$ cat config.mk
export PLATFORM = sky130hd
export DESIGN_NAME = vip_bit_bbox_detect
export DESIGN_NICKNAME = d
export VERILOG_FILES = /design/src/rtl/vip_pkg.sv /design/src/rtl/vip_sync_edge.sv /design/src/rtl/vip_bit_bbox_detect.sv
export SDC_FILE = /design/constraint.sdc
export NUM_CORES = 1
export LEC_CHECK = 0
export BUFFER_PORTS_ARGS = -buffer_cell sky130_fd_sc_hd__buf_2
export CORE_ASPECT_RATIO = 0.9
export CORE_MARGIN = 3
export CORE_UTILIZATION = 50
export DETAILED_ROUTE_END_ITERATION = 8
export PLACE_DENSITY_LB_ADDON = 0.25
export SYNTH_ARGS = -nofsm -noshare
export SYNTH_HDL_FRONTEND = slang
export SYNTH_SLANG_ARGS = --single-unit
$ cat constraint.sdc
create_clock -name clk -period 2.5 [get_ports clk]
set_clock_uncertainty 0.1 [all_clocks]
set_input_delay 0 -clock clk [delete_from_list [all_inputs] [get_ports clk]]
set_output_delay 0 -clock clk [all_outputs]
set_load 0.01 [all_outputs]
$ cat src/rtl/vip_pkg.sv
// Shared widths, default image geometry and FSM state type for the VIP motion-mask blocks.
package vip_pkg;

  localparam int unsigned VIP_COORD_W = 10;
  localparam int unsigned VIP_CNT_W   = 19;

  localparam logic [VIP_COORD_W-1:0] VIP_IMG_HDISP  = 10'd640;
  localparam logic [VIP_COORD_W-1:0] VIP_IMG_VDISP  = 10'd480;
  localparam logic [VIP_CNT_W-1:0]   VIP_MIN_PIXELS = 19'd64;

  typedef enum logic [1:0] {
    IDLE,
    ACTIVE,
    REPORT
  } bbox_state_t;

endpackage

$ cat src/rtl/vip_sync_edge.sv
// Registers one copy of a sync input and flags its rising and falling edges combinationally.
module vip_sync_edge (
  input  logic clk,
  input  logic rst_n,
  input  logic sig,
  output logic rise,
  output logic fall
);

  logic sig_q;

  // One-cycle delayed copy of the sync input
  always_ff @(posedge clk or negedge rst_n) begin
    if (!rst_n) begin
      sig_q <= 1'b0;
    end else begin
      sig_q <= sig;
    end
  end

  // Edge pulses against the delayed copy
  always_comb begin
    rise = sig & ~sig_q;
    fall = ~sig & sig_q;
  end

endmodule

$ cat src/rtl/vip_bit_bbox_detect.sv
// Bounding box and pixel count of all '1' pixels in a 1-bit motion mask frame.
// Results are published once per frame, one REPORT cycle after vsync falls.
// Optional macro VIP_BBOX_MIN_PIX_EN: box_found requires at least MIN_PIXELS pixels.
module vip_bit_bbox_detect
  import vip_pkg::*;
#(
  parameter logic [VIP_COORD_W-1:0] IMG_HDISP  = VIP_IMG_HDISP,
  parameter logic [VIP_COORD_W-1:0] IMG_VDISP  = VIP_IMG_VDISP,
  parameter logic [VIP_CNT_W-1:0]   MIN_PIXELS = VIP_MIN_PIXELS
) (
  input  logic                   clk,
  input  logic                   rst_n,
  input  logic                   per_frame_vsync,
  input  logic                   per_frame_href,
  input  logic                   per_frame_clken,
  input  logic                   per_img_Bit,
  output logic                   box_valid,
  output logic                   box_found,
  output logic [VIP_COORD_W-1:0] box_xmin,
  output logic [VIP_COORD_W-1:0] box_xmax,
  output logic [VIP_COORD_W-1:0] box_ymin,
  output logic [VIP_COORD_W-1:0] box_ymax,
  output logic [VIP_CNT_W-1:0]   box_pix_cnt
);

  logic vs_rise, vs_fall, hs_fall, unused_hs_rise;

  vip_sync_edge u_vsync_edge (
    .clk  (clk),
    .rst_n(rst_n),
    .sig  (per_frame_vsync),
    .rise (vs_rise),
    .fall (vs_fall)
  );

  vip_sync_edge u_href_edge (
    .clk  (clk),
    .rst_n(rst_n),
    .sig  (per_frame_href),
    .rise (unused_hs_rise),
    .fall (hs_fall)
  );

  bbox_state_t state_q, state_d;
  logic primed_q, armed_q, seen_q;
  logic [VIP_COORD_W-1:0] x_q, y_q, xmin_q, xmax_q, ymin_q, ymax_q;
  logic [VIP_CNT_W-1:0]   cnt_q;
  logic pix_ok, pix_one, frame_start, found_w;

  assign pix_ok  = per_frame_href & per_frame_clken;
  assign pix_one = pix_ok & per_img_Bit;
  // After reset the delayed vsync copy is 0, so a rise is trusted only once vsync has been
  // seen low; this keeps a frame already in progress at reset release from being reported.
  assign frame_start = (state_q == IDLE) && vs_rise && primed_q;

`ifdef VIP_BBOX_MIN_PIX_EN
  assign found_w = (cnt_q >= MIN_PIXELS);
`else
  logic unused_min_pixels;
  assign unused_min_pixels = ^MIN_PIXELS;
  assign found_w = (cnt_q != '0);
`endif

  // FSM state register
  always_ff @(posedge clk or negedge rst_n) begin
    if (!rst_n) begin
      state_q <= IDLE;
    end else begin
      state_q <= state_d;
    end
  end

  // FSM next state
  always_comb begin
    state_d = state_q;
    unique case (state_q)
      IDLE:    if (frame_start) state_d = ACTIVE;
      ACTIVE:  if (vs_fall) state_d = REPORT;
      REPORT:  state_d = IDLE;
      default: state_d = IDLE;
    endcase
  end

  // Frame bookkeeping flags
  always_ff @(posedge clk or negedge rst_n) begin
    if (!rst_n) begin
      primed_q <= 1'b0;
      armed_q  <= 1'b0;
    end else begin
      primed_q <= primed_q | ~per_frame_vsync;
      if (frame_start) begin
        armed_q <= 1'b1;
      end else if (state_q == REPORT) begin
        armed_q <= 1'b0;
      end
    end
  end

  // Position counters and bounding box accumulators
  always_ff @(posedge clk or negedge rst_n) begin
    if (!rst_n) begin
      x_q    <= '0;
      y_q    <= '0;
      seen_q <= 1'b0;
      xmin_q <= '0;
      xmax_q <= '0;
      ymin_q <= '0;
      ymax_q <= '0;
      cnt_q  <= '0;
    end else if (frame_start) begin
      // Frame clear wins over a pixel arriving with the vsync rise
      x_q    <= '0;
      y_q    <= '0;
      seen_q <= 1'b0;
      xmin_q <= '0;
      xmax_q <= '0;
      ymin_q <= '0;
      ymax_q <= '0;
      cnt_q  <= '0;
    end else if (state_q == ACTIVE) begin
      if (pix_ok) begin
        if (x_q != IMG_HDISP - 10'd1) x_q <= x_q + 10'd1;
      end else if (hs_fall) begin
        x_q <= '0;
        if (y_q != IMG_VDISP - 10'd1) y_q <= y_q + 10'd1;
      end
      if (pix_one) begin
        seen_q <= 1'b1;
        if (!(&cnt_q)) cnt_q <= cnt_q + 19'd1;
        if (!seen_q) begin
          xmin_q <= x_q;
          xmax_q <= x_q;
          ymin_q <= y_q;
          ymax_q <= y_q;
        end else begin
          if (x_q < xmin_q) xmin_q <= x_q;
          if (x_q > xmax_q) xmax_q <= x_q;
          if (y_q < ymin_q) ymin_q <= y_q;
          if (y_q > ymax_q) ymax_q <= y_q;
        end
      end
    end
  end

  // Result registers, loaded once per completed frame
  always_ff @(posedge clk or negedge rst_n) begin
    if (!rst_n) begin
      box_valid   <= 1'b0;
      box_found   <= 1'b0;
      box_xmin    <= '0;
      box_xmax    <= '0;
      box_ymin    <= '0;
      box_ymax    <= '0;
      box_pix_cnt <= '0;
    end else if ((state_q == REPORT) && armed_q) begin
      box_valid   <= 1'b1;
      box_found   <= found_w;
      box_xmin    <= found_w ? xmin_q : '0;
      box_xmax    <= found_w ? xmax_q : '0;
      box_ymin    <= found_w ? ymin_q : '0;
      box_ymax    <= found_w ? ymax_q : '0;
      box_pix_cnt <= cnt_q;
    end else begin
      box_valid <= 1'b0;
    end
  end

endmodule

* Word-level counts from Yosys, hierarchy flattened
Index checks and enable logic that the tools add are counted. W data, S select, Z words.
Cells by class: add/subtract/negate cells 3, $lt $le $gt $ge 4, eq/ne operators 13, multiplexer cells 47, bitwise gates (word level) 9, reductions and logical operators 21
Operators by type and width (count):
- $mux W10 | 34
- $mux W19 | 4
- $add A10 B1 Y10 const B | 2
- $gt A10 B10 Y1 | 2
- $lt A10 B10 Y1 | 2
- $add A19 B1 Y19 const B | 1
- $reduce_and A19 Y1 | 1
- $reduce_bool A19 Y1 | 1
- $reduce_and A3 Y1 | 6
- $ne A3 B1 Y1 const B | 5
- $ne A10 B10 Y1 const B | 1
- $ne A10 B9 Y1 const B | 1
- $reduce_bool A2 Y1 | 5
- $mux W1 | 6
- $and A1 B1 Y1 | 5
- $mux W2 | 2
- $ne A2 B1 Y1 const B | 2
- $ne A2 B2 Y1 const B | 2
- $pmux W2 S2 | 1
- $reduce_and A2 Y1 | 2
- $reduce_and A4 Y1 | 1
- $logic_and A1 B1 Y1 | 3
- $not A1 Y1 | 3
- $reduce_bool A3 Y1 | 1
- other kinds (4) | 4
Word-level totals: register bits after elaboration 147, output and inout bits 61, word-level logic and storage cells 117

* Longest topological paths before layout
depth in word-level cells 6, mapped depth 9, gate-level depth less buffers 8

* By module
From an unflattened synthesis, not the netlist that was laid out.
Unflattened totals: cell total of the unflattened synthesis 698, area total of the unflattened synthesis 7219.4 um^2
Modules (own cells, without submodules):
- vip_bit_bbox_detect | times used 1, cells each 692, area each 7139.3 um^2, seq. area each 3628.5 um^2
- vip_sync_edge | times used 2, cells each 3, area each 40.0 um^2, seq. area each 25.0 um^2

* Least setup slack after synthesis
Ideal clock, no wire load.
path type register -> register, start register x_q[3], end register xmin_q[0], library setup time 120 ps, data arrival time 2054 ps, setup slack 226 ps, cell stages (with the launch flop) 7, path buffers 0, period minus slack after synthesis 2274 ps, cell sequence dfrtp_1 -> ha_1 -> a2111oi_0 -> o21ai_1 -> a221oi_2 -> o21ai_1 -> a31o_1
On the way: word-level cells in the longest chain between the ends 3
Ends and longest elaborated chain:
- start: declaration | RTL line vip_bit_bbox_detect.sv:46 | logic [VIP_COORD_W-1:0] x_q, y_q, xmin_q, xmax_q, ymin_q, ymax_q;
- start signal: assignment | RTL line vip_bit_bbox_detect.sv:122 | if (x_q != IMG_HDISP - 10'd1) x_q <= x_q + 10'd1;
- $lt A10 B10 Y1 | RTL line vip_bit_bbox_detect.sv:136 | if (x_q < xmin_q) xmin_q <= x_q;
- $ne A3 B1 Y1 (no line)
- $reduce_and A3 Y1 (no line)
- end signal: assignment | RTL line vip_bit_bbox_detect.sv:131 | xmin_q <= x_q;
- end signal: assignment | RTL line vip_bit_bbox_detect.sv:136
- end: declaration | RTL line vip_bit_bbox_detect.sv:46
No other way between the ends. A chain may end at the register's enable or synchronous reset.

* Final worst setup path
start register y_q[3], end register ymax_q[0]
On the way: word-level cells in the longest chain between the ends 3
Ends and longest elaborated chain:
- start: declaration | RTL line vip_bit_bbox_detect.sv:46
- start signal: assignment | RTL line vip_bit_bbox_detect.sv:125 | if (y_q != IMG_VDISP - 10'd1) y_q <= y_q + 10'd1;
- $gt A10 B10 Y1 | RTL line vip_bit_bbox_detect.sv:139 | if (y_q > ymax_q) ymax_q <= y_q;
- $ne A3 B1 Y1 (no line)
- $reduce_and A3 Y1 (no line)
- end signal: assignment | RTL line vip_bit_bbox_detect.sv:134 | ymax_q <= y_q;
- end signal: assignment | RTL line vip_bit_bbox_detect.sv:139
- end: declaration | RTL line vip_bit_bbox_detect.sv:46
No other way between the ends.

==> impl_metrics.env <==
export IMPL_status="finished clean"
export IMPL_rows=41
export IMPL_cp_max_fo=20
export IMPL_first_iter_violations=358
export IMPL_drive_gt1_share_pct=17.9
export IMPL_grt_pass1_vias=5917
export IMPL_synthMuxAreaShare_pct=0.136
export IMPL_antenna_found_initial=0
export IMPL_dieHeight_microns=121
export IMPL_gp_congestion=0.912
export IMPL_viasPerCell=5.78
export IMPL_io_pins=67
export IMPL_ir_drop_mv=0.571
export IMPL_p_leak_nw=4.23
export IMPL_cts_buffers=17
export IMPL_synth_xor_area_share_pct=2.14
export IMPL_wl_per_cell_microns=17.1
export IMPL_fin_nets=876
export IMPL_min_period_over_period_pct=93.5
export IMPL_crit_type="register to register"
export IMPL_synth_largest_area_cell="dfrtp_1"
export IMPL_ys_warn_count=0
export IMPL_grt_max_degree=68
export IMPL_die_area_sq_um=16300
export IMPL_cts_tree="yes"
export IMPL_coreArea_sq_um=14200
export IMPL_syn_inst=739
export IMPL_ys_seq_area_share_pct=49.8
export IMPL_final_cell_mix="dfrtp_1, nand2_1, buf_2"
export IMPL_path_clk_slew_ns=0.06
export IMPL_timing_fmax_ghz=0.428
export IMPL_grt_overflow_total=0
export IMPL_start_kind="register"
export IMPL_worst_slew_pin_slew_ns=0.653
export IMPL_dp_cells=997
export IMPL_syn_area_sq_um=7380
export IMPL_synth_nets=787
export IMPL_synth_edf_count=0
export IMPL_worstSkewPairLatency_ns=0.43
export IMPL_synthAdderAreaFrac_pct=7.12
export IMPL_synth_area_leaders="dfrtp_1, ha_1, nand2_1"
export IMPL_clockRootBuffer="clkbuf_16"
export IMPL_cts_max_path_buffers=2
export IMPL_final_util_pct=61.8
export IMPL_drc_errors=0
export IMPL_synth_simple_area_share_pct=16.2
export IMPL_yosysUniqueCellTypes=64
export IMPL_routed_wl_microns=17700
export IMPL_synth_top_cell_area_share_pct=49.8
export IMPL_hold_path_class="primary input to async pin"
export IMPL_n_antenna_cell=0
export IMPL_start_util_pct=51.9
export IMPL_num_vias=5969
export IMPL_cts_sinks=147
export IMPL_max_slew_margin_pct=56.5
export IMPL_syn_avg_cell_area_sq_um=9.99
export IMPL_final_common_cell="dfrtp_1"
export IMPL_grt_usage_pct=22.9
export IMPL_grt_pass1_wl_microns=29600
export IMPL_setup_viol=0
export IMPL_ant_nets=0
export IMPL_rsz0062_at_grt="false"
export IMPL_hold_viol=0
export IMPL_layout_setup_ws_ns=0.163
export IMPL_cp_end_kind="register"
export IMPL_htree_levels=4
export IMPL_ys_seq_elements=147
export IMPL_synth_top_family_by_area="compound AO/OA/AOI/OAI gates"
export IMPL_cellPowerDensity_nw_per_um2=742
export IMPL_layout_min_cycle_time_ns=2.34
export IMPL_synth_compound_area_share_pct=20.0
export IMPL_dp_slack_ns=0.0838
export IMPL_fin_setup_tns_ns=0
export IMPL_dp_hpwl_microns=12200
export IMPL_dr_pass1_iters=5
export IMPL_cp_data_required_time_ns=2.67
export IMPL_io_buffer_count=66
export IMPL_slew_viol_final=0
export IMPL_async_flop_share_pct=100
export IMPL_die_x_microns=134
export IMPL_cp_arrival_ns=2.51
export IMPL_drv_cap=0
export IMPL_stdcell_count=1033
export IMPL_synth_flop_cell="dfrtp_1"
export IMPL_area_growth_pct=19.0
-- registers in the layout, indices dropped and copies added (netlist names) --
name,count
box_pix_cnt,19
cnt_q,19
box_xmax,10
box_xmin,10
box_ymax,10
box_ymin,10
x_q,10
xmax_q,10
xmin_q,10
y_q,10
ymax_q,10
ymin_q,10
state_q,2
armed_q,1
box_found,1
box_valid,1
primed_q,1
seen_q,1
u_href_edge.sig_q,1
u_vsync_edge.sig_q,1
-- power breakdown --
part / internal, mW / leakage (nW) / total (mW) / switching (mW)
clock network: 1.69 / 0.290 / 2.68 / 0.989
logic: 0.444 / 1.92 / 1.14 / 0.700
registers: 2.53 / 2.03 / 2.69 / 0.161
-- worst paths after layout --
| kind | startpoint | end | slack (ns) | cells past startpoint |
|---|---|---|---|---|
| setup / recovery | y_q[3] | ymax_q[0] | 0.16 | 7 |
| max in group asynchronous | rst_n | box_found | 1.44 | 3 |
| min in group clk | per_frame_href | u_href_edge.sig_q | 0.18 | 2 |
| hold reg to reg | box_pix_cnt[4] | box_pix_cnt[4] | 0.37 | 2 |
| hold / removal | rst_n | box_xmax[4] | 0.06 | 2 |
| setup reg to reg | y_q[3] | ymax_q[0] | 0.16 | 7 |
-- synthesized netlist by cell type, types with 3 or more instances --
cell type    n
a211oi_1     4
a21o_1      12
a21oi_1     26
a22o_1      40
a31oi_1      4
a32oi_1      9
and2_1       6
and3_1       5
and4_1       4
buf_2        5
clkbuf_1    27
dfrtp_1    147
ha_1        42
inv_1       52
nand2_1    103
nand2b_1     3
nand3_1     31
nand4_1      9
nor2_1      42
nor3_1       7
nor4_1       4
o211ai_1    16
o21ai_0     37
o21bai_1     4
o31a_1       8
o31ai_1     18
or3_1       11
xnor2_1     11
xor2_1       7
-- stage by stage --
stage | power, mW | cell area (sq um) | hold slack [ns]
2_1_floorplan | 3.39 | 7380 | -0.396
3_3_place_gp | 3.79 | 8090 | -0.0535
3_5_place_dp | 3.84 | 8090 | -0.0422
4_1_cts | 6.54 | 8760 | 0.0732
5_1_grt | 6.81 | 8780 | 0.115
6_report | 6.51 | 8780 | 0.0608
-- cell families after synthesis --
group | Yosys count
AO/OA/AOI/OAI | 200
XOR/XNOR | 18
adder cells (fa/ha/maj) | 42
buffers and inverters | 87
flip-flops | 147
multiplexers | 1
AND/OR/NAND/NOR | 244
-- timing repair --
| action | 4_1_cts | 5_1_grt |
|---|---|---|
| buffers inserted | 0 | 0 |
| hold endpoints to repair | 72 | 0 |
| resized for setup | 0 | 5 |
| hold buffers | 5 | 0 |
| endpoints found under the setup margin | 0 | 19 |
-- final cells by class --
class	count	area, sq um
fillers	1184	5430
well taps	193	241
clock buffers	18	439
flip-flops and latches	147	3680
inverters	52	195
repair buffers	105	654
multi-input cells	505	3390
clock inverters	13	185
-- routing by layer --
metal | GRT usage, % | routed length [microns] | vias up
li1 | - | - | 2846
met1 | 31.1 | 8340 | 2956
met2 | 36.6 | 8270 | 139
met3 | 5.43 | 719 | 28
met4 | 7.70 | 349 | 0
met5 | 0 | 0 | -
-- critical path, cell delays in order, from the launching register on --
cell,delay [ns]
dfrtp_1,0.39
buf_4,0.17
ha_1,0.31
nand4_1,0.12
nor2_1,0.07
a41oi_1,0.20
o31a_1,0.59
o21ai_0,0.23
Note: power is estimated with default switching activity, not from simulation.
